==> src/rtl/rf_synth_prog.sv <==
// Programs the RF synthesizer over a 3-wire bus for each hop request, then waits for PLL settle and pulses fkset_p.
// Request at cycle N yields fkset_p at N+2+48*SCLK_DIV+2*SCLK_DIV+SETTLE_CYC; there is no backpressure, newer requests preempt.
module rf_synth_prog #(
  parameter int          SCLK_DIV   = 3,
  parameter int          SETTLE_CYC = 900,
  parameter int          BASE_MHZ   = 2402,
  parameter logic [3:0]  REG_ADDR   = 4'h1
) (
  input  logic       clk_6M,
  input  logic       rstz,
  input  logic       fk_chg_p,
  input  logic [6:0] fk,
  input  logic       tx_mode,
  output logic       synth_sclk,
  output logic       synth_sdata,
  output logic       synth_le,
  output logic       fkset_p,
  output logic       fk_err_p,
  output logic       busy
);

  localparam logic [2:0] IDLE   = 3'd0;
  localparam logic [2:0] LOAD   = 3'd1;
  localparam logic [2:0] SHIFT  = 3'd2;
  localparam logic [2:0] LATCH  = 3'd3;
  localparam logic [2:0] SETTLE = 3'd4;
  localparam logic [2:0] DONE   = 3'd5;

  localparam int DIV_W = (2 * SCLK_DIV > 1) ? $clog2(2 * SCLK_DIV) : 1;
  localparam int SET_W = (SETTLE_CYC > 1) ? $clog2(SETTLE_CYC + 1) : 1;

  localparam logic [DIV_W-1:0] DIV_LAST = DIV_W'(2 * SCLK_DIV - 1);
  localparam logic [DIV_W-1:0] DIV_HALF = DIV_W'(SCLK_DIV);
  localparam logic [SET_W-1:0] SET_LOAD = SET_W'(SETTLE_CYC - 1);
  localparam logic [11:0]      BASE_F   = 12'(BASE_MHZ);
  localparam logic [6:0]       FK_MAX   = 7'd78;

  logic [2:0]       state_q, state_d;
  logic [6:0]       fk_q, fk_d;
  logic             tx_q, tx_d;
  logic             pend_q, pend_d;
  logic [23:0]      word_q, word_d;
  logic [4:0]       bit_q, bit_d;
  logic [DIV_W-1:0] div_q, div_d;
  logic [SET_W-1:0] set_q, set_d;

  logic             fk_ok;
  logic             div_last;
  logic [11:0]      freq;

  assign fk_ok    = (fk_q <= FK_MAX);
  assign div_last = (div_q == DIV_LAST);
  assign freq     = BASE_F + {5'd0, fk_q};

  always_comb begin
    state_d = state_q;
    fk_d    = fk_q;
    tx_d    = tx_q;
    pend_d  = pend_q;
    word_d  = word_q;
    bit_d   = bit_q;
    div_d   = div_q;
    set_d   = set_q;

    // Every state accepts a new channel; the latest request always wins.
    if (fk_chg_p) begin
      fk_d = fk;
      tx_d = tx_mode;
    end

    case (state_q)
      IDLE: begin
        if (fk_chg_p) begin
          state_d = LOAD;
        end
      end

      LOAD: begin
        if (!fk_ok) begin
          pend_d  = 1'b0;
          state_d = fk_chg_p ? LOAD : IDLE;
        end else begin
          pend_d  = fk_chg_p;
          word_d  = {REG_ADDR, tx_q, fk_q, freq};
          bit_d   = 5'd23;
          div_d   = '0;
          state_d = SHIFT;
        end
      end

      SHIFT: begin
        if (fk_chg_p) begin
          pend_d = 1'b1;
        end
        if (div_last) begin
          div_d = '0;
          if (bit_q == 5'd0) begin
            state_d = LATCH;
          end else begin
            bit_d = bit_q - 5'd1;
          end
        end else begin
          div_d = div_q + DIV_W'(1);
        end
      end

      LATCH: begin
        if (fk_chg_p) begin
          pend_d = 1'b1;
        end
        if (div_last) begin
          div_d = '0;
          // A request seen while the word was going out restarts programming instead of settling.
          if (pend_q || fk_chg_p) begin
            pend_d  = 1'b0;
            state_d = LOAD;
          end else begin
            set_d   = SET_LOAD;
            state_d = SETTLE;
          end
        end else begin
          div_d = div_q + DIV_W'(1);
        end
      end

      SETTLE: begin
        if (fk_chg_p) begin
          state_d = LOAD;
        end else if (set_q == '0) begin
          state_d = DONE;
        end else begin
          set_d = set_q - SET_W'(1);
        end
      end

      DONE: begin
        state_d = fk_chg_p ? LOAD : IDLE;
      end

      default: begin
        state_d = IDLE;
      end
    endcase
  end

  always_ff @(posedge clk_6M) begin
    if (!rstz) begin
      state_q <= IDLE;
      fk_q    <= '0;
      tx_q    <= 1'b0;
      pend_q  <= 1'b0;
      word_q  <= '0;
      bit_q   <= '0;
      div_q   <= '0;
      set_q   <= '0;
    end else begin
      state_q <= state_d;
      fk_q    <= fk_d;
      tx_q    <= tx_d;
      pend_q  <= pend_d;
      word_q  <= word_d;
      bit_q   <= bit_d;
      div_q   <= div_d;
      set_q   <= set_d;
    end
  end

  // Outputs decode registered state only, so a reset clears them on the following cycle.
  assign synth_sclk  = (state_q == SHIFT) && (div_q >= DIV_HALF);
  assign synth_sdata = (state_q == SHIFT) && word_q[bit_q];
  assign synth_le    = (state_q == LATCH);
  assign fkset_p     = (state_q == DONE);
  assign fk_err_p    = (state_q == LOAD) && !fk_ok;
  assign busy        = (state_q != IDLE);

endmodule

==> config.mk <==
export PLATFORM = sky130hd
export DESIGN_NAME = rf_synth_prog
export DESIGN_NICKNAME = d
export VERILOG_FILES = /design/src/rtl/rf_synth_prog.sv
export SDC_FILE = /design/constraint.sdc
export NUM_CORES = 1
export LEC_CHECK = 0
export CORE_ASPECT_RATIO = 0.75
export CORE_UTILIZATION = 43
export DETAILED_ROUTE_END_ITERATION = 8
export GPL_TIMING_DRIVEN = 0
export PLACE_DENSITY = 0.71
export SETUP_SLACK_MARGIN = 0.3
export SLEW_MARGIN = 20
export SYNTH_ARGS = -nofsm -noshare
export SYNTH_HDL_FRONTEND = slang
export SYNTH_SLANG_ARGS = --single-unit
==> constraint.sdc <==
create_clock -name clk_6M -period 2.59 [get_ports clk_6M]
set_input_delay 0.3885 -clock clk_6M [delete_from_list [all_inputs] [get_ports clk_6M]]
set_output_delay 0.3885 -clock clk_6M [all_outputs]
set_load 0.01 [all_outputs]
Yosys cells after proc, flatten, opt, wreduce, memory -nomap -nowiden --
Cells that the tools add are included.
Storage, ports and cells: flip-flop bits (word level) 51, latch bits 0, memory bits (writable) 0, bits in read-only memories 0, bits of input ports 11, output and inout bits 6, logic and storage cells 79, memories kept 0
Cells by class: add/subtract/negate cells 4, $mul 0, divide/modulo/power cells 0, order comparisons 3, equal/unequal tests 16, shifts and indexed selects 0, multiplexer cells 29, bitwise logic cells 0, reductions and logical operators 19
Operators by type and width (count):
- 10-bit two-way mux | 4
- 3-bit two-way mux | 9
- 10-bit one-hot mux with 2 select lines | 1
- 3-bit one-hot mux with 6 select lines | 1
- 2-bit inequality test, second input constant | 8
- 5-bit two-way mux | 3
- 12-bit by 7-bit adder with 12-bit output, first input constant | 1
- 10-bit zero test | 1
- 5-bit one-hot mux with 2 select lines | 1
- 5-bit AND reduction | 2
- 10-bit by 1-bit subtractor with 10-bit output, second input constant | 1
- 3-bit == test, second input constant | 3
- 7-bit <= comparator, second input constant | 1
- 3-bit by 2-bit == test with 1-bit output, second input constant | 2
- 5-bit by 6-bit < comparator with 1-bit output, second input constant | 1
- 1-bit two-way mux | 6
- 3-bit one-hot mux with 2 select lines | 1
- 2-bit nonzero test | 3
- 3-bit nonzero test | 2
- 1-bit binary-select mux with 5-bit select | 1
- 5-bit zero test | 1
- 5-bit by 1-bit subtractor with 5-bit output, second input constant | 1
- 2-bit AND reduction | 2
- 4-bit AND reduction | 1
- 12 further kinds | 14

Depth between registers and ports, before layout --
depth after elaboration 4, mapped depth 8, gate-level depth less buffers 6

Worst setup path after synthesis --
Ideal clock, no wire load.
path kind register to register, start point register bit_q[0], end point register bit_q[4], setup time 74 ps, data arrival time 1807 ps, required time 2516 ps, setup slack 708 ps, stages on the path, launching flop included 9, path buffers 2, period minus slack after synthesis 1882 ps, path through dfxtp_1 buf_2 inv_1 ha_1 or4b_1 clkbuf_1 nand4_2 or4_1 a31oi_1
Between the ends: word-level cells in the longest chain between the ends 4, elaborated cells on any way between the ends 7, classes of those cells 1 x add/sub; 1 x eq/ne; 3 x mux; 2 x reduce/logical
RTL lines:
- from (decl) | RTL line 43 | logic [4:0] bit_q, bit_d;
- from (signal assigned) | RTL line 162 | bit_q <= bit_d;
- 5-bit by 1-bit subtractor with 5-bit output | RTL line 100 | bit_d = bit_q - 5'd1;
- 5-bit two-way mux | RTL line 97 | if (bit_q == 5'd0) begin
- 5-bit two-way mux | RTL line 95 | if (div_last) begin
- 5-bit one-hot mux with 2 select lines | RTL line 71 | case (state_q)
Parallel ways exist; a longest one is shown, timed or not. The select of a mux whose other input is x is not followed. A chain may end at the register's enable or synchronous reset.

Final worst setup path --
start point register state_q[2], end point output fk_err_p
Between the ends: word-level cells in the longest chain between the ends 2
RTL lines:
- from (decl) | RTL line 38 | logic [2:0] state_q, state_d;
- from (signal assigned) | RTL line 157 | state_q <= state_d;
- 3-bit by 1-bit == test with 1-bit output | RTL line 173 | assign fk_err_p = (state_q == LOAD) && !fk_ok;
- 1-bit logical AND | RTL line 173
- to (decl) | RTL line 18 | output logic fk_err_p,
No other way between the ends.

==> load_flow_metrics.sql <==
INSERT INTO impl_metrics (metric_group, metric, value, unit) VALUES
('place', 'place_worst_setup_slack', '0.156', 'ns'),
('floorplanning', 'dieArea', '0.00624', 'mm²'),
('power', 'sequentialPowerShare', '0.383', ''),
('global_routing', 'grt_antenna_before_repair', '0', ''),
('setup_path', 'end_kind', 'output pin', ''),
('setup_path', 'crit_chain', 'buf_2, nor3b_4, o311a_1, clkdlybuf4s50_1', ''),
('yosys', 'synth.top_cell.area_share', '0.361', ''),
('floorplanning', 'floorplan.die.height', '68.7', 'µm'),
('setup_path', 'cp.required', '2.20', 'ns'),
('clock_network', 'ctsHoldBuffers', '0', ''),
('setup_path', 'critical_path.startpoint_type', 'flop', ''),
('global_routing', 'first_pass_grt_wire_length', '9890', 'µm'),
('route', 'totalWireLength', '5840', 'µm'),
('route', 'dr.pass1.iters', '4', ''),
('setup_path', 'crit_fanout', '10', ''),
('route', 'antenna_violating_nets_post_route', '0', ''),
('yosys', 'synthesis.instances', '289', ''),
('final_layout', 'fin_nets', '335', ''),
('yosys', 'synth_enable_flop_cells', '0', ''),
('clock_network', 'htree_num_levels', '2', ''),
('route', 'viasPerCell', '5.57', ''),
('global_routing', 'maximum_number_of_pins_on_one_net_before_global_route_repair', '17', ''),
('final_layout', 'nFillCells', '535', ''),
('yosys', 'postSynth.topFlopCell', 'dfxtp_1', ''),
('timing', 'setup_viol_count_final', '0', ''),
('global_routing', 'groute.usage.overall', '0.204', ''),
('timing', 'final.setup.worst_slack', '0.367', 'ns'),
('power', 'swShare', '0.378', ''),
('place', 'dp_hpwl', '4100', 'µm'),
('timing', 'max_clock_freq', '450', 'MHz'),
('route', 'route.detailed.wl_per_inst', '14.8', 'µm'),
('yosys', 'synthMostInstantiatedCell', 'dfxtp_1', ''),
('clock_network', 'cts_made_buffers', '5', ''),
('setup_path', 'worst-r2r-cell-count', '9', ''),
('yosys', 'post-synth-top-area-cell', 'dfxtp_1', ''),
('timing', 'clock-skew-final', '0.00778', 'ns'),
('yosys', 'synthArstFlopShare', '0', ''),
('final_layout', 'area_growth_syn_to_layout', '17.2', '%'),
('clock_network', 'clock_insertion_delay_worst_skew', '0.31', 'ns'),
('timing', 'period_share', '0.858', ''),
('power', 'power_leakage', '1.11', 'nW'),
('clock_network', 'cts.sinks', '46', ''),
('clock_network', 'clk_transition_reported_paths', '0.10', 'ns'),
('setup_path', 'crit_arrival', '1.83', 'ns'),
('yosys', 'synthesis.nets', '306', ''),
('setup_path', 'worst_path_largest_cell_delay', '0.54', 'ns'),
('route', 'vias', '2195', ''),
('yosys', 'yosysWarnings', '0', ''),
('yosys', 'yosysUniqueCellTypes', '63', ''),
('floorplanning', 'std_cell_rows', '23', ''),
('timing', 'final_period_demand_of_the_worst_path', '2.22', 'ns'),
('power', 'clock_power_share', '0.190', ''),
('floorplanning', 'die_width', '90.9', 'µm'),
('global_routing', 'first_global_vias', '2005', ''),
('route', 'dr.first_iter.drc_count', '143', ''),
('route', 'drcViolationCount', '0', ''),
('yosys', 'synth.cell_area', '0.00255', 'mm²'),
('flow_run', 'drv.max_cap_violation_count', '0', ''),
('run_status', 'run_status', 'completed', ''),
('hold_path', 'hold_depth', '2', ''),
('yosys', 'ys_ff_latch', '46', ''),
('clock_network', 'tritoncts', 'built', ''),
('power', 'power.net_switching', '0.927', 'mW'),
('global_routing', 'grt_overflow', '0', ''),
('clock_network', 'max-clock-path-buffers', '2', ''),
('yosys', 'synth_top_cells_by_count', 'dfxtp_1 (46), nand2_1 (35), nor2_1 (30)', ''),
('power', 'power_per_cell_area', '820', 'mW/mm²'),
('final_layout', 'drive_above_1_share', '0.150', ''),
('hold_path', 'worstHoldPathType', 'flop to flop', ''),
('timing', 'timing.final.max_slew_violations', '0', ''),
('floorplanning', 'initial_core_utilization', '0.461', '');
==> sequential cells by signal (all words and copies together), names as in the netlist <==
name	cells
set_q	10
bit_q	5
tx_q	1
fk_q	7
word_q	16
div_q	3
state_q	3
pend_q	1
==> power groups by stage <==
| stage | registers, mW | logic [mW] | clock network, mW |
|---|---|---|---|
| 3_3_place_gp | 0.935 | 0.857 | 0 |
| 3_5_place_dp | 0.939 | 0.868 | 0 |
| 6_report | 0.939 | 1.04 | 0.465 |
| 4_1_cts | 0.932 | 1.01 | 0.472 |
| 5_1_grt | 0.951 | 1.15 | 0.504 |
| 2_1_floorplan | 0.907 | 0.671 | 0 |
==> repair_timing <==
item	CTS	global route
buffers inserted	6	1
gates resized for setup	14	5
pin swaps	1	0
endpoints found under the setup margin	3	3
==> layer usage <==
layer,global-route usage,wire (µm),vias up
met5,0,0,-
met4,0.0694,99,0
met1,0.283,2990,1030
met3,0.0373,313,9
li1,-,-,1099
met2,0.324,2440,57
==> critical path, delay by kind of cell, from the launching register on <==
kind,cells,cell delay [ns]
simple gates,1,0.26
buf+inv,2,0.73
flops,1,0.34
compound gates,1,0.19
==> path summary, 6_finish.rpt <==
path              start   endpoint  slack [ns]
max          state_q[2]   fk_err_p        0.37
min           word_q[5]  word_q[5]        0.46
max reg2reg    bit_q[0]   bit_q[4]        0.56
min reg2reg   word_q[5]  word_q[5]        0.46
==> stage by stage <==
| step | hold WS (ns) | cells | utilization | total power, mW | cell area [µm²] |
|---|---|---|---|---|---|
| after floorplan | 0.429 | 289 | - | 1.58 | 2550 |
| after global placement | 0.442 | 379 | 0.505 | 1.79 | 2790 |
| after detailed placement | 0.445 | 379 | 0.505 | 1.81 | 2790 |
| after CTS | 0.457 | 393 | 0.539 | 2.41 | 2980 |
| after global routing | 0.480 | 394 | 0.540 | 2.60 | 2990 |
| final | 0.456 | 394 | 0.540 | 2.45 | 2990 |
==> cell type report <==
cell class | instances | area [µm²] | share of cell area
Multi-Input combinational cell | 212 | 1510 | 0.505
Sequential cell | 46 | 926 | 0.310
Timing Repair Buffer | 22 | 210 | 0.0704
Buffer | 22 | 120 | 0.0402
Tap cell | 75 | 93.8 | 0.0314
Clock buffer | 5 | 68.8 | 0.0231
Inverter | 9 | 33.8 | 0.0113
Clock inverter | 3 | 25.0 | 0.00838
==> cells in the final DEF (no fill, tap or decap), types with 4 or more instances in the layout <==
master and count:
o21a_1 6, nand2b_1 8, o21ai_0 4, ha_1 6, inv_1 8, nand4_1 4
nor3_1 5, buf_2 7, mux2i_1 16, nand3_1 4, clkbuf_8 5, clkbuf_1 9
clkdlybuf4s50_1 14, nand3b_1 5, a31oi_1 6, dfxtp_1 42, a21oi_1 22, buf_4 7
nand2_1 35, nor2_1 30, dfxtp_2 4
==> cells by family (layout without fill, tap and decap cells) <==
family / Yosys count / in the layout / share of synthesized area
compound gates: 66 / 66 / 0.198
xor+xnor: 6 / 6 / 0.0206
fa+ha+maj: 6 / 6 / 0.0295
buf+inv: 31 / 61 / 0.0516
flops: 46 / 46 / 0.361
mux: 21 / 21 / 0.0982
simple gates: 113 / 113 / 0.241
Note: power is estimated with default switching activity, not from simulation.
